File: src/rtl/mem_access.sv
// Memory stage: bus handshake, lane steering and load extension.
// MEM_ACCESS_MISALIGN_TRAP_EN turns misaligned accesses into a trap.
module mem_access #(
  parameter int ADDR_W = 64,
  parameter int DATA_W = 64
) (
  input  logic              clk,
  input  logic              reset,
  input  logic              in_valid,
  output logic              in_ready,
  input  logic [ADDR_W-1:0] in_aluout,
  input  logic [DATA_W-1:0] in_wdata,
  input  logic              in_mem_en,
  input  logic              in_mem_wr,
  input  logic [1:0]        in_size,
  input  logic              in_unsigned,
  input  logic [4:0]        in_rd,
  input  logic              flush,
  output logic              dreq_valid,
  output logic [ADDR_W-1:0] dreq_addr,
  output logic [1:0]        dreq_size,
  output logic [7:0]        dreq_strobe,
  output logic [DATA_W-1:0] dreq_data,
  input  logic              dresp_addr_ok,
  input  logic              dresp_data_ok,
  input  logic [DATA_W-1:0] dresp_data,
  output logic              out_valid,
  input  logic              out_ready,
  output logic [DATA_W-1:0] out_result,
  output logic [4:0]        out_rd,
  output logic              out_wen,
  output logic              out_misalign
);

  typedef enum logic [2:0] {
    IDLE, REQ, WAIT, DONE, DRAIN
  } state_t;

  state_t state_q, state_d;

  logic [ADDR_W-1:0] addr_q;
  logic [DATA_W-1:0] wdata_q;
  logic [1:0]        size_q;
  logic              uns_q;
  logic              wr_q;
  logic [4:0]        rd_q;
  logic [DATA_W-1:0] result_q, result_d;
  logic              wen_q, wen_d;
  logic              mis_q, mis_d;

  logic              start;
  logic              fin;
  logic [2:0]        amask_in;
  logic [ADDR_W-1:0] aligned_in;
  logic [2:0]        off;
  logic [7:0]        smask;
  logic [DATA_W-1:0] sh;
  logic [DATA_W-1:0] ext;

  always_comb begin
    case (in_size)
      2'd0:    amask_in = 3'b000;
      2'd1:    amask_in = 3'b001;
      2'd2:    amask_in = 3'b011;
      default: amask_in = 3'b111;
    endcase
  end

  assign aligned_in = {in_aluout[ADDR_W-1:3],
                       in_aluout[2:0] & ~amask_in};

`ifdef MEM_ACCESS_MISALIGN_TRAP_EN
  logic mis_in;
  assign mis_in = |(in_aluout[2:0] & amask_in);
`endif

  assign off = addr_q[2:0];

  always_comb begin
    case (size_q)
      2'd0:    smask = 8'h01;
      2'd1:    smask = 8'h03;
      2'd2:    smask = 8'h0F;
      default: smask = 8'hFF;
    endcase
  end

  // Bus fields come only from captured operands so they stay stable.
  assign dreq_valid  = (state_q == REQ);
  assign dreq_addr   = addr_q;
  assign dreq_size   = size_q;
  assign dreq_strobe = (dreq_valid && wr_q) ? (smask << off) : 8'h00;
  assign dreq_data   = wdata_q << {off, 3'b000};

  assign sh = dresp_data >> {off, 3'b000};

  always_comb begin
    case (size_q)
      2'd0:    ext = {{56{~uns_q & sh[7]}},  sh[7:0]};
      2'd1:    ext = {{48{~uns_q & sh[15]}}, sh[15:0]};
      2'd2:    ext = {{32{~uns_q & sh[31]}}, sh[31:0]};
      default: ext = sh;
    endcase
  end

  assign in_ready = (state_q == IDLE) ||
                    ((state_q == DONE) && out_ready);

  assign fin = dresp_data_ok && !flush &&
               (((state_q == REQ) && dresp_addr_ok) ||
                (state_q == WAIT));

  always_comb begin
    state_d  = state_q;
    result_d = result_q;
    wen_d    = wen_q;
    mis_d    = mis_q;
    start    = 1'b0;
    unique case (state_q)
      IDLE: start = in_valid && !flush;
      REQ: begin
        if (dresp_addr_ok) begin
          if (dresp_data_ok) state_d = flush ? IDLE : DONE;
          else               state_d = flush ? DRAIN : WAIT;
        end else if (flush) begin
          state_d = IDLE;
        end
      end
      WAIT: begin
        if (dresp_data_ok) state_d = flush ? IDLE : DONE;
        else if (flush)    state_d = DRAIN;
      end
      DONE: begin
        if (flush) begin
          state_d = IDLE;
        end else if (out_ready) begin
          state_d = IDLE;
          start   = in_valid;
        end
      end
      DRAIN: if (dresp_data_ok) state_d = IDLE;
      default: state_d = IDLE;
    endcase
    if (fin) begin
      result_d = wr_q ? '0 : ext;
      wen_d    = ~wr_q;
      mis_d    = 1'b0;
    end
    if (start) begin
      if (!in_mem_en) begin
        state_d  = DONE;
        result_d = in_aluout;
        wen_d    = 1'b1;
        mis_d    = 1'b0;
      end
`ifdef MEM_ACCESS_MISALIGN_TRAP_EN
      else if (mis_in) begin
        state_d  = DONE;
        result_d = in_aluout;
        wen_d    = 1'b0;
        mis_d    = 1'b1;
      end
`endif
      else begin
        state_d = REQ;
      end
    end
  end

  always_ff @(posedge clk or negedge reset) begin
    if (!reset) begin
      state_q  <= IDLE;
      addr_q   <= '0;
      wdata_q  <= '0;
      size_q   <= '0;
      uns_q    <= 1'b0;
      wr_q     <= 1'b0;
      rd_q     <= '0;
      result_q <= '0;
      wen_q    <= 1'b0;
      mis_q    <= 1'b0;
    end else begin
      state_q  <= state_d;
      result_q <= result_d;
      wen_q    <= wen_d;
      mis_q    <= mis_d;
      if (start) begin
        addr_q  <= aligned_in;
        wdata_q <= in_wdata;
        size_q  <= in_size;
        uns_q   <= in_unsigned;
        wr_q    <= in_mem_wr;
        rd_q    <= in_rd;
      end
    end
  end

  assign out_valid    = (state_q == DONE);
  assign out_result   = result_q;
  assign out_rd       = rd_q;
  assign out_wen      = wen_q;
  assign out_misalign = mis_q;

endmodule

File: config.mk
export PLATFORM = sky130hd
export DESIGN_NAME = mem_access
export DESIGN_NICKNAME = d
export VERILOG_FILES = /design/src/rtl/mem_access.sv
export SDC_FILE = /design/constraint.sdc
export NUM_CORES = 1
export LEC_CHECK = 0
export CORE_ASPECT_RATIO = 0.9
export CORE_MARGIN = 2
export CORE_UTILIZATION = 46
export CTS_BUF_LIST = sky130_fd_sc_hd__clkbuf_16
export CTS_CLUSTER_DIAMETER = 120
export CTS_CLUSTER_SIZE = 16
export DETAILED_ROUTE_END_ITERATION = 12
export GPL_ROUTABILITY_DRIVEN = 0
export PLACE_DENSITY_LB_ADDON = 0.2
export SYNTH_ARGS = -nofsm -noshare
export SYNTH_HDL_FRONTEND = slang
export SYNTH_SLANG_ARGS = --single-unit
File: constraint.sdc
create_clock -name clk -period 2.7 [get_ports clk]
set_input_delay 0.54 -clock clk [delete_from_list [all_inputs] [get_ports clk]]
set_output_delay 0.54 -clock clk [all_outputs]
set_load 0.01 [all_outputs]
==> impl_metrics.toml, run 1 <==
[sta]
fin_crit_ns = 2.75
worstMarginPinSlew_ns = 0.828
slew_headroom_pct = 44.7
finalSetupViolations = 8
rsz0062_at_grt = "true"
layout_setup_ws_ns = -0.0498
finClkSkew_ns = 0.0127
hold_viol_final = 0
max_freq_ghz = 0.364
slew_viol_final = 0
finalCritPeriodShare_pct = 102

[grt]
grt_pass1_wl_um = 69900
grt_use_total_pct = 33.4
grt_pass1_vias = 11625
grt_max_degree = 73
use_met1_pct = 41.6
busiest_layer = "met2"
overflow = 0
grt_use_met2_pct = 56.9
antenna_found_initial = 5
grt_use_met3_pct = 7.51

[pwr]
pwr-share-comb_pct = 64.3
p_leak_nw = 7.52
clkPwrFrac_pct = 9.8
switching_share_pct = 40.6
ir_worst_vdd_v = 0.000792
seq_power_share_pct = 25.9
power.switching_mw = 9.31
powerDensity_nw_per_um2 = 1260
intPower_mw = 13.6

[clock_tree]
clockRootBuffer = "clkbuf_16"
cts_made_buffers = 16
cts_buffer_depth = 3
cts.sinks = 206
clock_latency_ns = 0.50
htree_levels = 1
tritoncts = "built"
ctsHoldBuffers = 0
clkTransAtPathRegs_ns = 0.08

[final_layout]
multi_input_area_sq_um = 6710
fillers = 1919
fin_nets = 1777
register_area_sq_um = 5170
drive_gt1_share_pct = 30.4
fin_area_sq_um = 18100
layout.cells.non_filler = 1914
area_growth_pct = 51.9

[critical_path]
crit_arrival_ns = 2.21
path_cells = "buf_6 -> buf_12 -> mux2_2 -> nor2_4 -> a21oi_2 -> mux2_4 -> buf_6"
slowest_stage = "dfrtp_4"
critPathMaxFanout = 8
endpoint_kind = "output port"
critPathKind = "reg2out"
path_common_cell = "buf_6"
startpoint_type = "flip-flop"
crit_buf_inv = 3
startpoint = "dreq_addr[0]"
reg2reg_from = "dreq_addr[0]"
cp_top_family = "multiplexers"
cp_slowest_stage_delay_ns = 0.51
required_ns = 2.16

[synthesis]
syn-num-nets = 1328
async_flop_share_pct = 100
ys_seq_elements = 206
synth_edf_count = 0
synth-seq-area-share_pct = 43.2
yosys_warnings = 0
syn_avg_cell_area_sq_um = 10.7
ys_types = 56
postSynthCellCount = 1119
netlist_area_sq_um = 11900
synth_flop_cell = "dfrtp_1"

[drt]
drt-initial-drc-count = 1055
wl_per_cell_um = 24.7
drc_errors = 0
wl_um = 47200
viasPerCell = 6.00
vias = 11489
drtPass1Iterations = 7
postRouteAntennaNets = 0

[die]
fp.coreArea_sq_um = 25300
initial_core_util_pct = 47.2
io_pins = 421
die_h_um = 157
num_rows = 55
die_w_um = 174
dieArea_sq_um = 27300

[outcome]
violations = "setup timing"
status = "finished with violations"

[place]
placed_cells = 1850
dpl_cell_area_sq_um = 16900
dp_hpwl_um = 34000
io_buffer_count = 420

[worst_hold_path]
hold_path.class = "in2async"

[run]
drv_cap = 0
[layout make-up]
cell class,count,share of cell area [%]
Clock inverter,2,0.0414
Multi-Input combinational cell,807,37.0
Antenna cell,3,0.0414
Sequential cell,206,28.5
Clock buffer,17,2.34
Inverter,3,0.0827
Timing Repair Buffer,534,29.7
Tap cell,342,2.36
[cells in the final DEF, fill, tap and decap left out, types with 12 or more instances in the layout]
cell / Yosys / final
dfrtp_1: 206 / 203
buf_12: 0 / 20
a21oi_2: 0 / 15
a21oi_1: 87 / 72
buf_4: 4 / 74
a211oi_1: 18 / 17
o21ai_0: 45 / 33
mux2i_1: 45 / 32
o211ai_1: 16 / 16
and2_1: 17 / 13
buf_6: 4 / 15
o22ai_2: 9 / 12
buf_2: 25 / 25
mux2_2: 176 / 169
clkdlybuf4s50_1: 0 / 347
nor2_1: 137 / 126
clkbuf_16: 0 / 20
o22ai_1: 29 / 26
dlygate4sd2_1: 0 / 19
nand2_1: 65 / 63
mux4_2: 38 / 38
a22oi_1: 27 / 27
[what timing repair did]
item | CTS | global route
setup endpoints to repair | 72 | 49
cloned | 7 | 3
pin swaps | 16 | 11
setup buffers | 26 | 7
gates resized for setup | 269 | 69
[path summary, 6_finish.rpt]
kind	slack, ns	cells after the start	end
worst max register to register	0.09	9	out_result[46]
worst min register to register	0.50	2	out_result[62]
worst min-delay path	0.007	1	wdata_q[40]
worst max-delay path	-0.05	7	dreq_data[63]
max in group asynchronous	1.84	2	dreq_addr[53]
min in group clk	0.50	2	out_result[62]
[state kept, by name (all words and copies together) (netlist names)]
name / cells
out_result: 64
wdata_q: 64
uns_q: 1
out_wen: 1
state_q: 3
out_misalign: 1
dreq_size: 2
out_rd: 5
dreq_addr: 64
wr_q: 1
[per-layer routing]
| metal | vias to the layer above | share of wire (%) | routed length [um] |
|---|---|---|---|
| met5 | - | 0.057 | 27 |
| met4 | 4 | 4.0 | 1890 |
| met3 | 115 | 8.8 | 4130 |
| met2 | 677 | 49 | 23400 |
| met1 | 5669 | 38 | 17800 |
| li1 | 5024 | - | - |
[metrics by stage]
stage	utilization [%]	hold WS (ns)	setup TNS, ns	total power [mW]	setup slack (ns)
4_1_cts	70.8	0.0477	-0.846	22.3	-0.142
5_1_grt	71.7	0.0558	-0.614	24.0	-0.0817
3_5_place_dp	66.9	0.487	-0.625	19.5	-0.0595
6_report	71.7	0.00667	-0.136	22.9	-0.0498
2_1_floorplan	-	0.244	0	12.7	0.111
3_3_place_gp	66.9	0.482	-0.181	19.2	-0.0220
[power by group through the flow]
stage / Clock [mW] / Sequential, mW / Combinational (mW)
after global placement: 0 / 5.77 / 13.4
after detailed placement: 0 / 5.86 / 13.6
after CTS: 2.29 / 5.84 / 14.2
after global routing: 2.37 / 6.09 / 15.6
final: 2.25 / 5.92 / 14.7
after floorplan: 0 / 5.95 / 6.74
[kinds of logic after synthesis]
| group | count (synthesis) | synth area share, % |
|---|---|---|
| compound gates | 274 | 15.1 |
| simple gates | 271 | 9.96 |
| mux | 261 | 27.8 |
| flops | 206 | 43.2 |
| buf+inv | 106 | 3.97 |
| xor+xnor | 1 | 0.0733 |
[cells in the mapped netlist (all sizes together) (9+ instances only)]
cell type | count | area, sq um
a211oi | 18 | 135
a21oi | 87 | 435
a22oi | 27 | 203
and2 | 20 | 125
and3 | 13 | 86.3
buf | 44 | 241
clkbuf | 59 | 221
dfrtp | 206 | 5150
mux2 | 178 | 2010
mux2i | 45 | 450
mux4 | 38 | 856
nand2 | 65 | 244
nand3 | 9 | 45.0
nor2 | 137 | 514
o211ai | 16 | 120
o21ai | 47 | 239
o22ai | 38 | 294
Note: power is estimated with default switching activity, not from simulation.
==> run 2, diff against run 1 <==
--- a/config.mk
+++ b/config.mk
@@ -6,7 +6,7 @@
 export NUM_CORES = 1
 export LEC_CHECK = 0
 export CORE_ASPECT_RATIO = 0.9
-export CORE_MARGIN = 2
+export CORE_MARGIN = 5
 export CORE_UTILIZATION = 46
 export CTS_BUF_LIST = sky130_fd_sc_hd__clkbuf_16
 export CTS_CLUSTER_DIAMETER = 120
@@ -14,6 +14,7 @@
 export DETAILED_ROUTE_END_ITERATION = 12
 export GPL_ROUTABILITY_DRIVEN = 0
 export PLACE_DENSITY_LB_ADDON = 0.2
+export SKIP_CTS_REPAIR_TIMING = 1
 export SYNTH_ARGS = -nofsm -noshare
 export SYNTH_HDL_FRONTEND = slang
 export SYNTH_SLANG_ARGS = --single-unit
==> run 2 against run 1 <==
  * The run still ends with setup timing left
  * First-iteration DRC count grew 3.5%
  * Via count shrank 2.1%
  * Utilization fell by 2.0 points
  * Hold slack better by 0.042 ns
  * Critical path depth rose by 1
  * Largest cell class unchanged
==> impl_metrics.toml, run 2 (synthesized netlist as in run 1, its figures left out) <==
[outcome]
status = "finished with violations"
violations = "setup timing"

[drt]
vias = 11247
drt-initial-drc-count = 1092
postRouteAntennaNets = 0
viasPerCell = 5.89
drtPass1Iterations = 5
drc_errors = 0
wl_um = 46300
wl_per_cell_um = 24.2

[grt]
grt_use_total_pct = 29.7
antenna_found_initial = 7
grt_max_degree = 76
grt_pass1_wl_um = 68300
grt_use_met2_pct = 51.7
use_met1_pct = 35.9
busiest_layer = "met2"
grt_use_met3_pct = 8.49
grt_pass1_vias = 11475
overflow = 0

[final_layout]
final_cell_mix = "clkdlybuf4s50_1 (347), dfrtp_1 (203), mux2_2 (171)"
fin_area_sq_um = 18000
final_common_cell = "clkdlybuf4s50_1"
drive_gt1_share_pct = 26.6
final_util_pct = 69.7
fillers = 1892
fin_nets = 1764
area_growth_pct = 50.8

[worst_hold_path]
hold_path.class = "in2async"

[pwr]
ir_worst_vdd_v = 0.000923
p_leak_nw = 7.93
powerDensity_nw_per_um2 = 1230

[place]
dp_hpwl_um = 34500
dpl_cell_area_sq_um = 17000
io_buffer_count = 420

[sta]
worstMarginPinSlew_ns = 0.621
hold_viol_final = 0
layout_setup_ws_ns = -0.159
finalSetupViolations = 7
slew_viol_final = 0
fin_crit_ns = 2.86
finalCritPeriodShare_pct = 106
slew_headroom_pct = 58.6
finClkSkew_ns = 0.0111
max_freq_ghz = 0.350
rsz0062_at_grt = "true"

[critical_path]
startpoint_type = "flip-flop"
endpoint_kind = "output port"
required_ns = 2.16
critPathMaxFanout = 10
crit_arrival_ns = 2.32
r2r_cells = 8
critPathKind = "reg2out"

[clock_tree]
tritoncts = "built"
cts_buffer_depth = 3
clockRootBuffer = "clkbuf_16"
cts_made_buffers = 16
clock_latency_ns = 0.49
cts.sinks = 206
clkTransAtPathRegs_ns = 0.08
htree_levels = 1

[die]
die_h_um = 163
initial_core_util_pct = 46.2
die_w_um = 180
io_pins = 421
fp.coreArea_sq_um = 25900
dieArea_sq_um = 29300
num_rows = 56

[run]
drv_cap = 0
[run 2: routing by layer]
layer / wire length, um / vias up
li1: - / 5013
met1: 17300 / 5581
met2: 23300 / 559
met3: 4150 / 90
met4: 1550 / 4
met5: 27 / -
[run 2: path summary, 6_finish.rpt]
| path | startpoint | to | slack (ns) |
|---|---|---|---|
| max in group asynchronous | reset | dreq_addr[3] | 1.91 |
| min in group clk | out_wen | out_wen | 0.50 |
| max | dreq_addr[0] | dreq_data[57] | -0.16 |
| min reg2reg | out_wen | out_wen | 0.50 |
| max reg2reg | dreq_addr[0] | out_result[13] | 0.08 |
| min | reset | dreq_addr[35] | 0.05 |
[run 2: critical path, stage by stage (launching register included)]
cell and delay [ns]:
dfrtp_4 0.49, buf_12 0.15, buf_12 0.14, buf_4 0.13, mux2_4 0.30, nor2_2 0.13, a21oi_1 0.07, mux2_4 0.29
buf_6 0.12
[run 2: power by group]
part           total, mW  internal, mW  switching [mW]
Combinational       14.1          7.57            6.56
Clock               2.26          1.12            1.14
Sequential          5.84          4.64            1.20
Total               22.2          13.3            8.89
[run 2: through the flow]
step / total power [mW] / hold slack [ns] / setup WS [ns] / setup TNS, ns / cells
final: 22.2 / 0.0491 / -0.159 / -0.447 / 1911
after global routing: 23.5 / 0.0821 / -0.202 / -1.21 / 1910
after CTS: 21.9 / 0.0425 / -0.421 / -20.13 / 1886
after detailed placement: 19.5 / 0.486 / -0.0359 / -0.368 / 1865
after global placement: 19.3 / 0.483 / 0.0164 / 0 / 1865
after floorplan: 12.7 / 0.244 / 0.111 / 0 / 1119
[run 2: final cells by class]
class / count / area [sq um] / area share [%]
inverter: 3 / 15.0 / 0.0834
sequential: 206 / 5170 / 28.7
antenna: 5 / 12.5 / 0.0695
multi-input combinational: 807 / 6550 / 36.3
tap: 348 / 435 / 2.42
clock buffer: 17 / 425 / 2.36
timing repair buffer: 521 / 5390 / 29.9
clock inverter: 4 / 15.0 / 0.0834
